### src/rtl/relu_maxpool.sv
// relu_maxpool: per-channel ReLU followed by 2x2 stride-2 max pooling
// over a raster-order pixel stream, one pooled pixel per completed window.
module relu_maxpool #(
    parameter int CO     = 3,
    parameter int I_F_BW = 23,
    parameter int IX     = 24,
    parameter int IY     = 24
) (
    input  logic                   clk,
    input  logic                   reset,
    input  logic                   i_valid,
    input  logic [CO*I_F_BW-1:0]   i_fmap,
    output logic                   o_valid,
    output logic [CO*I_F_BW-1:0]   o_fmap,
    output logic                   o_done
);

    localparam int FW = CO * I_F_BW;
    localparam int LN = IX / 2;
    localparam int XW = (IX > 1) ? $clog2(IX) : 1;
    localparam int YW = (IY > 1) ? $clog2(IY) : 1;
    localparam int LW = (LN > 1) ? $clog2(LN) : 1;

    logic [XW-1:0] x_q, x_d;
    logic [YW-1:0] y_q, y_d;
    logic [FW-1:0] hold_q;
    logic [FW-1:0] lb_q [LN];
    logic [FW-1:0] o_fmap_q;
    logic          o_valid_q;
    logic          o_done_q;

    logic [LW-1:0] lb_idx;
    logic [FW-1:0] lb_rd;
    logic [FW-1:0] relu_v;
    logic [FW-1:0] hmax_v;
    logic [FW-1:0] vmax_v;
    logic          x_last;
    logic          y_last;
    logic          fire;

    assign lb_idx = LW'(x_q >> 1);
    assign lb_rd  = lb_q[lb_idx];
    assign x_last = (x_q == XW'(IX - 1));
    assign y_last = (y_q == YW'(IY - 1));
    // An odd/odd beat closes a 2x2 window.
    assign fire   = i_valid & x_q[0] & y_q[0];

    for (genvar c = 0; c < CO; c++) begin : g_ch
        logic [I_F_BW-1:0] smp;
        logic [I_F_BW-1:0] rl;
        logic [I_F_BW-1:0] hd;
        logic [I_F_BW-1:0] hm;
        logic [I_F_BW-1:0] lb;
        assign smp = i_fmap[c*I_F_BW +: I_F_BW];
        assign rl  = smp[I_F_BW-1] ? '0 : smp;
        assign hd  = hold_q[c*I_F_BW +: I_F_BW];
        assign hm  = (rl > hd) ? rl : hd;
        assign lb  = lb_rd[c*I_F_BW +: I_F_BW];
        assign relu_v[c*I_F_BW +: I_F_BW] = rl;
        assign hmax_v[c*I_F_BW +: I_F_BW] = hm;
        // Post-ReLU values are non-negative, so unsigned compare is exact.
        assign vmax_v[c*I_F_BW +: I_F_BW] = (lb > hm) ? lb : hm;
    end

    always_comb begin
        x_d = x_q;
        y_d = y_q;
        if (i_valid) begin
            if (x_last) begin
                x_d = '0;
                y_d = y_last ? '0 : y_q + YW'(1);
            end else begin
                x_d = x_q + XW'(1);
            end
        end
    end

    always_ff @(posedge clk) begin
        if (reset) begin
            x_q       <= '0;
            y_q       <= '0;
            o_valid_q <= 1'b0;
            o_done_q  <= 1'b0;
            o_fmap_q  <= '0;
        end else begin
            x_q       <= x_d;
            y_q       <= y_d;
            o_valid_q <= fire;
            o_done_q  <= fire & x_last & y_last;
            if (fire) begin
                o_fmap_q <= vmax_v;
            end
        end
    end

    // Hold and line buffer are always written before being read.
    always_ff @(posedge clk) begin
        if (!reset && i_valid) begin
            if (!x_q[0]) begin
                hold_q <= relu_v;
            end else if (!y_q[0]) begin
                lb_q[lb_idx] <= hmax_v;
            end
        end
    end

    assign o_valid = o_valid_q;
    assign o_fmap  = o_fmap_q;
    assign o_done  = o_done_q;

endmodule

### config.mk
export PLATFORM = sky130hd
export DESIGN_NAME = relu_maxpool
export DESIGN_NICKNAME = d
export VERILOG_FILES = /design/src/rtl/relu_maxpool.sv
export SDC_FILE = /design/constraint.sdc
export NUM_CORES = 1
export LEC_CHECK = 0
export CAP_MARGIN = 20
export CORE_MARGIN = 1
export CORE_UTILIZATION = 55
export DETAILED_ROUTE_END_ITERATION = 8
export PLACE_DENSITY = 0.84
export SLEW_MARGIN = 15
export SYNTH_ARGS = -nofsm -noshare
export SYNTH_HDL_FRONTEND = slang
export SYNTH_SLANG_ARGS = --single-unit
### constraint.sdc
create_clock -name clk -period 8.4 [get_ports clk]
set_input_delay 0.84 -clock clk [delete_from_list [all_inputs] [get_ports clk]]
set_output_delay 0.84 -clock clk [all_outputs]
set_load 0.005 [all_outputs]
Word level (Yosys, flattened, before mapping)
Memory sizes are Yosys's and may differ from the RTL's. A register that Yosys moved wholly into a read port is not among the register bits.
Cells that the tools add are included.
Storage, ports and cells
  bits in registers: 150
  bits in writable memories: 828
  bits of input ports: 72
  output and inout port bits: 71
  word-level logic and storage cells: 43
  memories: 1
Memory list
  lb_q: depth 12, width 69, rd ports 1, clocked after Yosys merged registers in 1, wr ports 1, RTL line 27  | logic [FW-1:0] lb_q [LN];
Cells by class
  $add $sub $neg: 2
  order comparisons: 6
  eq/ne operators: 2
  muxes and demuxes: 17
  bitwise logic cells: 5
  reduce and logical (&&, ||, !) cells: 4
Operators by type and width (count)
  $mux 23: 6
  $gt 22x23->1: 3
  $gt 23x23->1: 3
  $mux 22: 3
  $add 5x1->5 const B: 2
  $eq 5x5->1 const B: 2
  $mux 5: 2
  $mux 4: 2
  $and 1x1->1: 4
  $mux 1: 4
  $reduce_and 2->1: 2
  $logic_and 1x1->1: 1
  $logic_not 1->1: 1
  $not 1->1: 1

Depth between registers and ports, before layout
Gate-level depths: netlist of the first run.
  depth in word-level cells: 5
  depth in mapped cells: 20
  depth with buffers taken out: 17

Worst setup path after synthesis of the first run
Ideal clock, no wire load.
  path type: input to register
  start: input port reset
  end: memory lb_q[8][0] (netlist name), enable pin
  arrival time: 7.349 ns
  data required time: 7.747 ns
  slack: 0.398 ns
  stages: 3
  buffers on the path: 0
  path through: nor2_1 nand2_1 nor4_1
Between the ends
  cells in the longest elaborated chain, start to end: 4
RTL lines
  from (decl): RTL line 10  | input logic reset,
  $logic_not 1->1: RTL line 98  | if (!reset && i_valid) begin
  $logic_and 1x1->1: RTL line 98
  $mux 1: RTL line 98
  $mux 1 (not written as such): RTL line 102  | lb_q[lb_idx] <= hmax_v;
  to (decl): RTL line 27
Every way passes these cells.

Final worst setup path of the first run
  start: input port i_fmap[22]
  end: register o_fmap_q[21] (netlist: o_fmap[21])
Between the ends
  cells in the longest elaborated chain, start to end: 5
RTL lines
  from (decl): RTL line 12  | input logic [CO*I_F_BW-1:0] i_fmap,
  $mux 22 *: RTL line 55  | assign rl = smp[I_F_BW-1] ? '0 : smp;
  via g_ch[0].rl[5]: RTL line 50  | logic [I_F_BW-1:0] rl;
  $gt 22x23->1: RTL line 57  | assign hm = (rl > hd) ? rl : hd;
  $mux 23 *: RTL line 57
  $gt 23x23->1: RTL line 62  | assign vmax_v[c*I_F_BW +: I_F_BW] = (lb > hm) ? lb : hm;
  $mux 23 *: RTL line 62
  to (signal assigned): RTL line 91  | o_fmap_q <= vmax_v;
  to (decl): RTL line 28  | logic [FW-1:0] o_fmap_q;
The timed path passes the listed nets; every way through them passes the cells marked *.
A chain may end at the register's enable or synchronous reset.

==> results.md, run 1 <==
* Worst clock skew at 18.2 ps
* F_max at 146 MHz
* Final period util at 0.814
* Vias per cell at 6.46
* Cell Pwr Density at 222 mW/mm²
* Core Area at 0.0705 mm²
* Initial antenna violation count at 1
* Highest routed layer: met5
* CP max FO at 24
* Seq/Total Area, Yosys at 0.694
* Post-synth top area share at 0.652
* Worst slew pin tran at 1070 ps
* Post-synth EDFFs at 858
* Crit path kind: input port to register
* Post-route setup slack at 1560 ps
* FILL cells at 4547
* Worst EP required at 8870 ps
* PortBufs at 139
* Met1 wire length at 34.0 mm
* Starting DRT DRC Count at 2702
* WL met3 at 8.53 mm
* I/O pin cnt at 143
* Adder-cell share of the synthesized area at 0.0424
* First-pass GRT wire length at 144 mm
* Vias in the first global route at 23300
* Simple-gate portion of the synthesized area at 0.0388
* #FFs+latches synth at 940
* Root buf cell: clkbuf_16
* Row cnt at 97
* Arrival @ worst endpoint at 7310 ps
* XOR/XNOR Fraction of Synth Area at 0.000665
* P_int at 0.00777 W
* Post-synthesis cell area at 0.0395 mm²
* Post-CTS setup buffer count at 0
* Antenna Nets Post-Route at 0
* Share of layout cells above drive strength 1 at 0.164
* Hold Buf Count CTS at 0
* Die ar. at 0.0729 mm²
* Post-synth top area cell: edfxtp_1
* WL/cell at 27.7 µm
* Distinct cells, synth at 50
* Sum of negative setup slack at 0 ps
* Multiplexer area fraction after synthesis at 0.147
* CTS tree: done
* Largest family of logic cells by synthesized area: multiplexers
* Hpwl dp at 52.7 mm
* DIE WIDTH at 270 µm
* Reg clk slew, reported paths at 60 ps
* Largest net degree at the start of global routing at 97
* P_sw at 0.00218 W
* Synth warn at 0
* Vias post-DR at 22200
* RSZ-0062 raised after global routing: no
* Sink Count at 940
* Initial core utilization at 0.560
* Post_cts resized at 0
* Max clock buf depth at 3
* H-tree level count at 3
* Endpoints failing setup at 0
* Commonest non-fill, non-tap cell in the layout: edfxtp_1
* Final hold viol count at 0
* Share of power burned in the clock network at 0.409
* Min cycle time layout at 6840 ps
* CTS buffer count at 90
* Ant. Diodes at 0
* Reg power frac at 0.523
* Worst IR Drop VDD at 171 µV
* Setup crit end kind: register
* Combinational cell fraction of total power at 0.068
* Mean area per synthesized cell at 17.5 µm²
* Residual DRC at 0
* Status: finished, final reports clean
* Fin. max-slew vios at 0
* Slew margin rel. at 0.287
* Compound-Gate Fraction of Synth Area at 0.0480
* Worst Hold Class: register to register
* Global-route usage over all layers at 0.263
* Setup WS pre-CTS at 1130 ps
* Final wirelength at 95.3 mm
* Crit start category: input port
* Synth Instances at 2256
* Global placement routability congestion at 0.866
* Pre-Repair DR Iteration Count at 5
* Main synth FF type: edfxtp_1
* Leak at 15.0 nW
* Most frequent cells in the layout: edfxtp_1, mux4_2, clkdlybuf4s50_1
* Nets at 2625
* Die Height at 270 µm
* Skew-Pair Late Insertion Delay at 640 ps
* Metal2 WL at 49.0 mm
* Synth async-reset ratio at 0
* Sw frac at 0.219
* P&R area growth vs syn at 13.7%
* Number of max-cap violations at 0
* Synth top area cells: edfxtp_1, mux4_2, ha_1
* Grt total ovfl at 0
[cell type report]
class / instances / area (µm²) / area share
repair buffers: 181 / 1780 / 0.0396
well taps: 940 / 1180 / 0.0262
inverters: 134 / 503 / 0.0112
clock inverters: 46 / 457 / 0.0102
multi-input cells: 1072 / 11100 / 0.247
clock buffers: 123 / 2510 / 0.0559
flip-flops and latches: 940 / 27400 / 0.610
[stage by stage]
stage / utilization / power, W / cells / cell area (µm²) / hold slack, ps
2_1_floorplan: - / 0.00577 / 2258 / 39500 / 454
3_3_place_gp: 0.595 / 0.00592 / 3266 / 41900 / 465
3_5_place_dp: 0.595 / 0.00596 / 3266 / 41900 / 479
4_1_cts: 0.637 / 0.00998 / 3435 / 44900 / 489
5_1_grt: 0.637 / 0.0102 / 3436 / 44900 / 506
6_report: 0.637 / 0.00995 / 3436 / 44900 / 490
[cells by family (layout without fill, tap and decap cells)]
family / Yosys count / in the layout
other: 1 / 3
adders and majority gates: 134 / 134
DFF: 940 / 940
AOI/OAI and AO/OA: 300 / 300
and+or+nand+nor: 298 / 298
buffers and inverters: 246 / 484
xor gates and xnor gates: 3 / 3
muxes: 334 / 334
[flip-flops by register name, indices dropped and copies added (netlist names), named ones only]
signal and cells:
y_q 5, o_done 1, hold_q 66, o_fmap 66
x_q 5, o_valid 1, lb_q 792
[synth_stat cells, types with 4 or more instances]
| cell | number |
|---|---|
| a32oi_1 | 63 |
| nand3b_1 | 7 |
| mux2i_1 | 134 |
| nor3_1 | 10 |
| edfxtp_1 | 858 |
| a211oi_1 | 6 |
| nor2b_1 | 48 |
| a21o_1 | 7 |
| nor2_1 | 43 |
| nand3_1 | 21 |
| nand4_1 | 22 |
| inv_1 | 134 |
| clkbuf_1 | 44 |
| o21ai_1 | 52 |
| nor4_1 | 5 |
| buf_4 | 13 |
| o21ai_0 | 91 |
| ha_1 | 134 |
| buf_2 | 37 |
| mux4_2 | 198 |
| a221o_1 | 4 |
| buf_6 | 13 |
| dfxtp_1 | 82 |
| a21oi_1 | 59 |
| nor3b_1 | 5 |
| and2b_1 | 18 |
| nand2_1 | 99 |
| nand2b_1 | 8 |
[routing by layer]
layer,GRT usage,vias up
met5,0,-
met2,0.454,1386
li1,-,9299
met1,0.332,11200
met4,0.112,2
met3,0.0416,288
[path summary, 6_finish.rpt]
kind                   start    endpoint  slack (ps)  depth (start not counted)
setup / recovery  i_fmap[22]  o_fmap[21]        1560                         17
hold / removal        y_q[1]      y_q[1]         490                          2
setup reg to reg    register  o_fmap[46]        2610                         13
hold reg to reg       y_q[1]      y_q[1]         490                          2
[worst max-delay path, stage by stage]
cell and delay, ps:
clkdlybuf4s50_1 1090, nor2b_1 220, ha_1 370, nand2_1 50, o21ai_0 350, o311ai_1 200
a31oi_4 890, mux2i_1 320, ha_1 420, nand4_1 190, nor4_1 560, o31ai_1 180
o211ai_1 140, a2bb2oi_2 150, buf_4 310, nand2b_1 780, o21ai_0 230
[power groups by stage]
stage	registers (W)	logic [W]	clock network [W]
finish	0.00521	0.000676	0.00407
global route	0.00521	0.000731	0.00428
CTS	0.00521	0.000669	0.00410
detailed placement	0.00531	0.000655	0
global placement	0.00531	0.000617	0
floorplan	0.00529	0.000475	0
No activity file was read; power rests on OpenSTA's default activity.
==> inputs of run 2 (changes only) <==
==> constraint.sdc (replaced) <==
create_clock -name clk -period 6.1 [get_ports clk]
set_input_delay 0.61 -clock clk [delete_from_list [all_inputs] [get_ports clk]]
set_output_delay 0.61 -clock clk [all_outputs]
set_load 0.005 [all_outputs]
==> results.md, run 2 (same netlist as run 1, synthesis figures left out) <==
* Status: finished, final reports clean
* CP max stage delay at 860 ps (-230 ps)
* Final wirelength at 93.7 mm (-1.8%)
* Vias post-DR at 22200 (+0.086%)
* Core Area at 0.0705 mm² (unchanged)
* First-pass GRT wire length at 141 mm (-1.7%)
* Placement Cell Area at 0.0423 mm² (+0.82%)
* Reg2reg end: o_fmap[0]
* Vias per cell at 6.42 (-0.58%)
* F_max at 182 MHz
* Min cycle time layout at 5510 ps
* Root buf cell: clkbuf_16
* Final instance area at 0.0454 mm² (+1.0%)
* Most frequent cells in the layout: edfxtp_1, mux4_2, clkdlybuf4s50_1
* Endpoints failing setup at 0 (unchanged)
* Post_cts resized at 0 (unchanged)
* Worst flop-to-flop path startpoint: hold_q[18]
* Reg-to-reg slack, setup at 1070 ps (-1540 ps)
* Arrival @ worst endpoint at 6020 ps (-1290 ps)
* CTS buffer count at 92 (+2.2%)
* Sequential cell area at 0.0274 mm² (unchanged)
* Global-route usage over all layers at 0.258 (-0.00534)
* Post-CTS setup buffer count at 0 (unchanged)
* Worst hold stages at 2 (unchanged)
* H-tree level count at 3 (unchanged)
* Largest net degree at the start of global routing at 83 (-14%)
* WL/cell at 27.1 µm (-2.4%)
* Worst clock skew at 37.3 ps (+19.0 ps)
* Post-route setup slack at 593 ps (-969 ps)
* Crit path kind: input port to register
* Commonest non-fill, non-tap cell in the layout: edfxtp_1
* Largest delay contributor family on the critical path: simple AND/OR/NAND/NOR gates
* Grt total ovfl at 0 (unchanged)
* Die ar. at 0.0729 mm² (unchanged)
* Share of layout cells above drive strength 1 at 0.174 (+0.00968)
* CTS tree: done
* Worst path slowest cell: clkdlybuf4s50_1
* Number of max-cap violations at 0 (unchanged)
* Starting DRT DRC Count at 2320 (-14%)
* Max clock buf depth at 3 (unchanged)
* Pre-Repair DR Iteration Count at 8 (+3)
* Worst IR Drop VDD at 254 µV (+49%)
* Worst slew pin tran at 1120 ps (+46.4 ps)
* HP Start: o_fmap[3]
* Reg clk slew, reported paths at 60 ps (about the same)
* Worst EP required at 6620 ps (-2250 ps)
* Global placement routability congestion at 0.872 (+0.66%)
* Hpwl dp at 52.2 mm (-1.1%)
* Worst Reg2Reg Path Length in Cells at 17 (+4)
* P&R area growth vs syn at 14.8%
* Setup WS pre-CTS at 88.9 ps (-1040 ps)
* Row cnt at 97 (unchanged)
* Sink Count at 940 (unchanged)
* Initial core utilization at 0.560 (unchanged)
* Hold Buf Count CTS at 0 (unchanged)
* Sum of negative setup slack at 0 ps (unchanged)
* PortBufs at 139 (unchanged)
* Vias in the first global route at 23200 (-0.25%)
* I/O pin cnt at 143 (unchanged)
* Crit path buffers/inverters at 3 (+1)
* Residual DRC at 0 (unchanged)
* End-of-flow core utilization at 0.643 (+0.00641)
* Cell Pwr Density at 307 mW/mm² (+38%)
* CP Cell Sequence: clkdlybuf4s50_1 > and2b_1 > ha_1 > nand4_1 > nor2_1 > a221o_1 > o31ai_4 > buf_4 > mux2i_1 > ha_1 > nand3_1 > nor4_2 > o31ai_1 > o211ai_1 > a2bb2oi_2 > nand2b_1 > buf_4 > o21ai_1
* Leak at 15.2 nW (+1.5%)
* Slew margin rel. at 0.255 (-0.0327)
* DIE WIDTH at 270 µm (unchanged)
* FILL cells at 4429 (-2.6%)
* Hold path endpoint: o_fmap[3]
* Total power at 0.0139 W (+40%)
* RSZ-0062 raised after global routing: no
* Skew-Pair Late Insertion Delay at 650 ps (about the same)
* Top reg by flops: lb_q
* Area of the multi-input gates at 0.0111 mm² (+0.21%)
* Worst Hold Class: register to register
* CP max FO at 22 (-8.3%)
* Nets at 2647 (+0.84%)
* Antenna Nets Post-Route at 0 (unchanged)
* Crit start category: input port
* Initial antenna violation count at 1 (unchanged)
* Max reg flops at 792 (unchanged)
* Final hold viol count at 0 (unchanged)
* Fin. max-slew vios at 0 (unchanged)
* Die Height at 270 µm (unchanged)
* Final period util at 0.903
* Setup crit end kind: register
[run 2: cell count changes in the layout (fill, tap and decap cells not counted), sizes merged]
cell / change
buf: +20
clkinv: +16
clkbuf: -12
clkinvlp: -5
diode: +1
bufinv: +3
[run 2: worst max path at each step]
stage / from / to / cells after the start
CTS: i_fmap[45] / o_fmap[42] / 18
global route: i_fmap[45] / o_fmap[41] / 18
floorplan: i_valid / lb_q[6][0] / 4
finish: i_fmap[45] / o_fmap[41] / 18
detailed placement: i_fmap[45] / o_fmap[41] / 18
global placement: i_fmap[45] / o_fmap[39] / 18
[run 2: metrics by stage]
step,hold WS (ps),instances
after floorplan,454,2258
after global placement,459,3285
after detailed placement,470,3286
after CTS,474,3457
after global routing,502,3458
final,475,3459
[run 2: worst min-delay path: cells and delay by family, from the launching register on]
family,cells,cell delay (ps)
flops,1,330
compound gates,2,110
[run 2: area by class of cell]
type / instances / area share
Sequential cell: 940 / 0.604
Multi-Input combinational cell: 1072 / 0.245
Clock buffer: 111 / 0.0544
Timing Repair Buffer: 201 / 0.0461
Tap cell: 940 / 0.0259
Clock inverter: 60 / 0.0135
Inverter: 134 / 0.0111
Antenna cell: 1 / 0.0000552
[run 2: metal layers]
| metal | routed length, µm | track usage |
|---|---|---|
| met1 | 34200 | 0.328 |
| met2 | 47900 | 0.445 |
| met3 | 8140 | 0.0432 |
| met4 | 3440 | 0.0996 |
| met5 | 0 | 0 |
[run 2: power breakdown]
| part | total [W] | leakage [nW] | switching, W | internal (W) |
|---|---|---|---|---|
| logic | 0.000956 | 5.26 | 0.000582 | 0.000374 |
| registers | 0.00717 | 8.45 | 0.0000315 | 0.00713 |
| clock network | 0.00580 | 1.52 | 0.00247 | 0.00333 |
| total | 0.0139 | 15.2 | 0.00308 | 0.0108 |
